[config.mk]
export PLATFORM = sky130hd
export DESIGN_NAME = draw_engine
export DESIGN_NICKNAME = d
export VERILOG_FILES = /design/src/rtl/draw_engine.sv
export SDC_FILE = /design/constraint.sdc
export NUM_CORES = 1
export LEC_CHECK = 0
export CAP_MARGIN = 15
export CELL_PAD_IN_SITES_DETAIL_PLACEMENT = 0
export CELL_PAD_IN_SITES_GLOBAL_PLACEMENT = 1
export CORE_MARGIN = 2
export CORE_UTILIZATION = 30
export CTS_CLUSTER_DIAMETER = 120
export DETAILED_ROUTE_END_ITERATION = 8
export DONT_BUFFER_PORTS = 1
export PLACE_DENSITY_LB_ADDON = 0.1
export SLEW_MARGIN = 5
export SYNTH_ARGS = -nofsm -noshare
export SYNTH_HDL_FRONTEND = slang
export SYNTH_SLANG_ARGS = --single-unit
[constraint.sdc]
create_clock -name clk -period 6.25 [get_ports clk]
set_input_delay 1.25 -clock clk [delete_from_list [all_inputs] [get_ports clk]]
set_output_delay 1.25 -clock clk [all_outputs]
set_load 0.01 [all_outputs]
[src/rtl/draw_engine.sv]
// ============================================================================
// Module   : draw_engine
// Purpose  : Pixel generator for Bresenham lines, filled rectangles and
//            full-screen clear. One pixel is emitted per cycle toward a
//            frame-buffer adapter. Define DRAW_ENGINE_CLIP_EN to suppress
//            writes that fall outside SCREEN_W x SCREEN_H.
// Revision : 1.0 - initial release
// ============================================================================
`default_nettype none

module draw_engine #(
  parameter int X_W      = 8,
  parameter int Y_W      = 7,
  parameter int COLOR_W  = 3,
  parameter int SCREEN_W = 160,
  parameter int SCREEN_H = 120
) (
  input  logic               clk,
  input  logic               reset,
  input  logic               start,
  input  logic [1:0]         mode,
  input  logic [X_W-1:0]     x1,
  input  logic [X_W-1:0]     x2,
  input  logic [Y_W-1:0]     y1,
  input  logic [Y_W-1:0]     y2,
  input  logic [COLOR_W-1:0] input_color,
  output logic [X_W-1:0]     x_out,
  output logic [Y_W-1:0]     y_out,
  output logic [COLOR_W-1:0] color,
  output logic               write_out,
  output logic               busy,
  output logic               done
);

  localparam int CW = ((X_W > Y_W) ? X_W : Y_W) + 2;

  localparam logic [2:0] S_IDLE  = 3'd0;
  localparam logic [2:0] S_INIT  = 3'd1;
  localparam logic [2:0] S_LINE  = 3'd2;
  localparam logic [2:0] S_RECT  = 3'd3;
  localparam logic [2:0] S_CLEAR = 3'd4;
  localparam logic [2:0] S_DONE  = 3'd5;

  localparam logic [1:0] M_LINE  = 2'd0;
  localparam logic [1:0] M_RECT  = 2'd1;
  localparam logic [1:0] M_CLEAR = 2'd2;

  localparam logic signed [CW-1:0] C_ZERO  = '0;
  localparam logic signed [CW-1:0] C_ONE   = CW'(1);
  localparam logic signed [CW-1:0] C_XLAST = CW'(SCREEN_W - 1);
  localparam logic signed [CW-1:0] C_YLAST = CW'(SCREEN_H - 1);

  logic [2:0]                state_q, state_d;
  logic [1:0]                mode_q, mode_d;
  logic [X_W-1:0]            x1_q, x1_d, x2_q, x2_d;
  logic [Y_W-1:0]            y1_q, y1_d, y2_q, y2_d;
  logic [COLOR_W-1:0]        color_q, color_d;
  logic signed [CW-1:0]      cx_q, cx_d, cy_q, cy_d;
  logic signed [CW-1:0]      dx_q, dx_d, dy_q, dy_d, err_q, err_d;
  logic                      sxn_q, sxn_d, syn_q, syn_d;
  logic signed [CW-1:0]      xmin_q, xmin_d, xmax_q, xmax_d;
  logic signed [CW-1:0]      ymin_q, ymin_d, ymax_q, ymax_d;

  // Latched endpoints widened to the signed working width.
  logic signed [CW-1:0]      w_ex1, w_ex2, w_ey1, w_ey2;
  logic signed [CW-1:0]      w_ddx, w_ddy;
  logic signed [CW:0]        w_e2, w_dx_x, w_dy_x;
  logic                      w_xstep, w_ystep;
  logic                      w_active;
  logic                      w_unused;

  assign w_ex1  = {{(CW-X_W){1'b0}}, x1_q};
  assign w_ex2  = {{(CW-X_W){1'b0}}, x2_q};
  assign w_ey1  = {{(CW-Y_W){1'b0}}, y1_q};
  assign w_ey2  = {{(CW-Y_W){1'b0}}, y2_q};
  assign w_ddx  = w_ex2 - w_ex1;
  assign w_ddy  = w_ey2 - w_ey1;

  // e2 = 2*err is evaluated one bit wider so the doubling can never overflow.
  assign w_e2    = {err_q[CW-1], err_q} <<< 1;
  assign w_dx_x  = {dx_q[CW-1], dx_q};
  assign w_dy_x  = {dy_q[CW-1], dy_q};
  assign w_xstep = (w_e2 > -w_dy_x);
  assign w_ystep = (w_e2 < w_dx_x);

  always_comb begin
    state_d = state_q;
    mode_d  = mode_q;
    x1_d    = x1_q;
    x2_d    = x2_q;
    y1_d    = y1_q;
    y2_d    = y2_q;
    color_d = color_q;
    cx_d    = cx_q;
    cy_d    = cy_q;
    dx_d    = dx_q;
    dy_d    = dy_q;
    err_d   = err_q;
    sxn_d   = sxn_q;
    syn_d   = syn_q;
    xmin_d  = xmin_q;
    xmax_d  = xmax_q;
    ymin_d  = ymin_q;
    ymax_d  = ymax_q;

    case (state_q)
      S_IDLE: begin
        if (start) begin
          mode_d  = mode;
          x1_d    = x1;
          x2_d    = x2;
          y1_d    = y1;
          y2_d    = y2;
          color_d = input_color;
          state_d = S_INIT;
        end
      end

      S_INIT: begin
        case (mode_q)
          M_LINE: begin
            cx_d    = w_ex1;
            cy_d    = w_ey1;
            dx_d    = (w_ddx < C_ZERO) ? -w_ddx : w_ddx;
            dy_d    = (w_ddy < C_ZERO) ? -w_ddy : w_ddy;
            sxn_d   = (w_ddx < C_ZERO);
            syn_d   = (w_ddy < C_ZERO);
            err_d   = ((w_ddx < C_ZERO) ? -w_ddx : w_ddx)
                    - ((w_ddy < C_ZERO) ? -w_ddy : w_ddy);
            state_d = S_LINE;
          end
          M_RECT: begin
            xmin_d  = (w_ex1 < w_ex2) ? w_ex1 : w_ex2;
            xmax_d  = (w_ex1 < w_ex2) ? w_ex2 : w_ex1;
            ymin_d  = (w_ey1 < w_ey2) ? w_ey1 : w_ey2;
            ymax_d  = (w_ey1 < w_ey2) ? w_ey2 : w_ey1;
            cx_d    = (w_ex1 < w_ex2) ? w_ex1 : w_ex2;
            cy_d    = (w_ey1 < w_ey2) ? w_ey1 : w_ey2;
            state_d = S_RECT;
          end
          M_CLEAR: begin
            cx_d    = C_ZERO;
            cy_d    = C_ZERO;
            state_d = S_CLEAR;
          end
          default: state_d = S_DONE;
        endcase
      end

      S_LINE: begin
        if ((cx_q == w_ex2) && (cy_q == w_ey2)) begin
          state_d = S_DONE;
        end else begin
          err_d = err_q - (w_xstep ? dy_q : C_ZERO) + (w_ystep ? dx_q : C_ZERO);
          if (w_xstep) cx_d = sxn_q ? (cx_q - C_ONE) : (cx_q + C_ONE);
          if (w_ystep) cy_d = syn_q ? (cy_q - C_ONE) : (cy_q + C_ONE);
        end
      end

      S_RECT: begin
        if (cx_q == xmax_q) begin
          cx_d = xmin_q;
          if (cy_q == ymax_q) state_d = S_DONE;
          else                cy_d    = cy_q + C_ONE;
        end else begin
          cx_d = cx_q + C_ONE;
        end
      end

      S_CLEAR: begin
        if (cx_q == C_XLAST) begin
          cx_d = C_ZERO;
          if (cy_q == C_YLAST) state_d = S_DONE;
          else                 cy_d    = cy_q + C_ONE;
        end else begin
          cx_d = cx_q + C_ONE;
        end
      end

      S_DONE:  state_d = S_IDLE;
      default: state_d = S_IDLE;
    endcase
  end

  always_ff @(posedge clk) begin
    if (reset) begin
      state_q <= S_IDLE;
      mode_q  <= '0;
      x1_q    <= '0;
      x2_q    <= '0;
      y1_q    <= '0;
      y2_q    <= '0;
      color_q <= '0;
      cx_q    <= '0;
      cy_q    <= '0;
      dx_q    <= '0;
      dy_q    <= '0;
      err_q   <= '0;
      sxn_q   <= 1'b0;
      syn_q   <= 1'b0;
      xmin_q  <= '0;
      xmax_q  <= '0;
      ymin_q  <= '0;
      ymax_q  <= '0;
    end else begin
      state_q <= state_d;
      mode_q  <= mode_d;
      x1_q    <= x1_d;
      x2_q    <= x2_d;
      y1_q    <= y1_d;
      y2_q    <= y2_d;
      color_q <= color_d;
      cx_q    <= cx_d;
      cy_q    <= cy_d;
      dx_q    <= dx_d;
      dy_q    <= dy_d;
      err_q   <= err_d;
      sxn_q   <= sxn_d;
      syn_q   <= syn_d;
      xmin_q  <= xmin_d;
      xmax_q  <= xmax_d;
      ymin_q  <= ymin_d;
      ymax_q  <= ymax_d;
    end
  end

  // The current coordinate register is the pixel being presented this cycle.
  assign w_active = (state_q == S_LINE) || (state_q == S_RECT) || (state_q == S_CLEAR);
  assign x_out    = cx_q[X_W-1:0];
  assign y_out    = cy_q[Y_W-1:0];
  assign color    = color_q;
  assign busy     = w_active || (state_q == S_INIT);
  assign done     = (state_q == S_DONE);
  assign w_unused = ^{cx_q[CW-1:X_W], cy_q[CW-1:Y_W]};

`ifdef DRAW_ENGINE_CLIP_EN
  assign write_out = w_active && (cx_q <= C_XLAST) && (cy_q <= C_YLAST);
`else
  assign write_out = w_active;
`endif

endmodule

`default_nettype wire

==> flow_metrics.tcl <==
set metrics [dict create \
    die_area_um2 30500 \
    root_buffer "clkbuf_16" \
    min_path_type "flip-flop to flip-flop" \
    fin_crit_ps 5280 \
    routedWlPerCell_um 19.5 \
    async_reset_ff_share_pct 0 \
    detail-route-antenna-nets 0 \
    drc 0 \
    ios 59 \
    ys_warn_count 0 \
    synthFlopType "dfxtp_1" \
    synthesis.area_um2 8730 \
    worst_pin_slew_ps 873 \
    gp_congestion 0.821 \
    final_cell_mix "nand2_1, nor2_1, dfxtp_1" \
    required_ps 6560 \
    synthesis.nets 1272 \
    setup_violations 0 \
    grt_pass1_vias 7688 \
    relSlewSlack_pct 41.3 \
    worstHoldStart "cy_q[9]" \
    final_cell_area_um2 9540 \
    layout_commonest_cell "nand2_1" \
    r2r_cells 20 \
    synth_area_leaders "dfxtp_1, ha_1, nand2_1, a21oi_1, nor2_1" \
    cts_resized 0 \
    synth_top_area_share_pct 25.9 \
    grt_usage_pct 19.6 \
    critPathLaunch "dy_q[2]" \
    reg2reg_to "err_q[9]" \
    hold_depth 2 \
    hold_slack_ps 486 \
    antenna_found_initial 0 \
    grt_pass1_wl_um 46100 \
    postSynthCellCount 1157 \
    yosys.cell_types.count 82 \
    numPortBuffers 0 \
    final_util_pct 33.2 \
    crit_type "flip-flop to flip-flop" \
    crit_arrival_ps 5590 \
    die_w_um 175 \
    max_cap_violations 0 \
    drive_above_1_share_pct 5.52 \
    synth_largest_area_cell "dfxtp_1" \
    fillCellCount 3164 \
    placed_area_um2 8930 \
    reg2reg_slack_ps 970 \
    holdPathEnd "cy_q[9]" \
    cts_sinks 113 \
    rsz0062_at_grt "no" \
    tns_ps 0 \
    finalWirelength_um 29400 \
    hold_viol 0 \
    n_antenna_cell 0 \
    start_util_pct 30.4 \
    clock_latency_ps 430 \
    startpoint_type "flip-flop" \
    clockBufferDepth 2 \
    cts_htree_levels 4 \
    fmax_ghz 0.189 \
    dr.pass1.iters 5 \
    die_h_um 175 \
    r2r_start "dy_q[2]" \
    dr_total_vias 7858 \
    vias_per_cell 5.21 \
    rows 62 \
    cts_tree "built" \
    grt_max_degree 117 \
    end_kind "flip-flop" \
    syn_area_per_cell_um2 7.55 \
    finalClockSkew_ps 12.0 \
    holdBufCountCts 0 \
    clk_pin_slew_worst_paths_ps 50 \
    post_cts_buffers 0 \
    post-route-period-util_pct 84.5 \
    core_area_um2 28700 \
    nets 1226 \
    seq_area_frac_synth_pct 25.9 \
    crit_fanout 8 \
    dp_hpwl_um 21700 \
    drtIter0Drc 424 \
    ys_seq_elements 113 \
    cts_buffers 17 \
    drv_slew 0 \
    synth_edf_count 0 \
    overflow 0 \
    status "completed" \
    area_delta_synth_final_pct 9.25 \
]
synthesized netlist by cell type (all sizes together) (34+ instances only):
cell and instances:
a211oi 34, a21oi 91, clkbuf 42, dfxtp 113, ha 65, inv 78
nand2 175, nor2 116, nor3 37, o21ai 43, xnor2 45, xor2 36
how the worst max path moves through the flow:
stage,end,slack [ps],depth (start not counted)
after floorplan,err_q[9],1680,19
after global placement,err_q[9],1050,20
after detailed placement,err_q[9],890,20
after CTS,err_q[9],890,20
after global routing,err_q[9],430,20
final,err_q[9],970,20
stage by stage:
step / std cells / setup WS, ps
after floorplan: 1157 / 1680
after global placement: 1476 / 1050
after detailed placement: 1476 / 892
after CTS: 1508 / 889
after global routing: 1508 / 430
final: 1508 / 968
logic make-up after synthesis:
group                    share of synthesized area (%)
AND/OR/NAND/NOR                                   22.6
XOR/XNOR                                          8.38
adder cells (fa/ha/maj)                           12.1
other                                           0.0429
flip-flops                                        25.9
AO/OA/AOI/OAI                                     22.6
buffers and inverters                             7.48
multiplexers                                     0.917
worst max-delay path, cell delays in order (launching register included):
cell and delay [ps]:
dfxtp_1 370, nor4_1 370, nand2_1 130, nor3_1 310, xnor2_1 110, ha_1 300
a21oi_1 60, o211ai_1 350, a21oi_1 220, nor3_2 520, and2_1 230, fa_1 410
inv_1 60, ha_1 270, nand3_1 110, o211ai_1 120, or4_1 410, o311ai_0 170
o21ai_0 170, xnor3_1 380, o22ai_1 70
layout make-up:
type                       instances  area [um^2]  share of cell area, %
multi-input combinational        891         5820                   61.0
sequential                       113         2260                   23.7
clock buffer                      23          488                   5.11
tap                              384          480                   5.03
inverter                          79          297                   3.11
clock inverter                     9          129                   1.35
timing repair buffer               9         67.6                  0.708
sequential cells by signal, indices dropped and copies added, names as in the netlist, 8 cells and up:
| signal | count |
|---|---|
| cy_q | 10 |
| xmin_q | 8 |
| xmax_q | 8 |
| x1_q | 8 |
| dy_q | 10 |
| dx_q | 10 |
| err_q | 10 |
| cx_q | 10 |
| x2_q | 8 |
per-layer routing:
layer,wire length [um],global-route usage (%)
met5,0,0
met3,948,3.52
met2,13400,31.2
met1,14700,27.4
met4,464,5.42
Power is left out: the tool's default activity adds up to more than one toggle a clock period on the data nets, which glitch-free logic cannot reach.
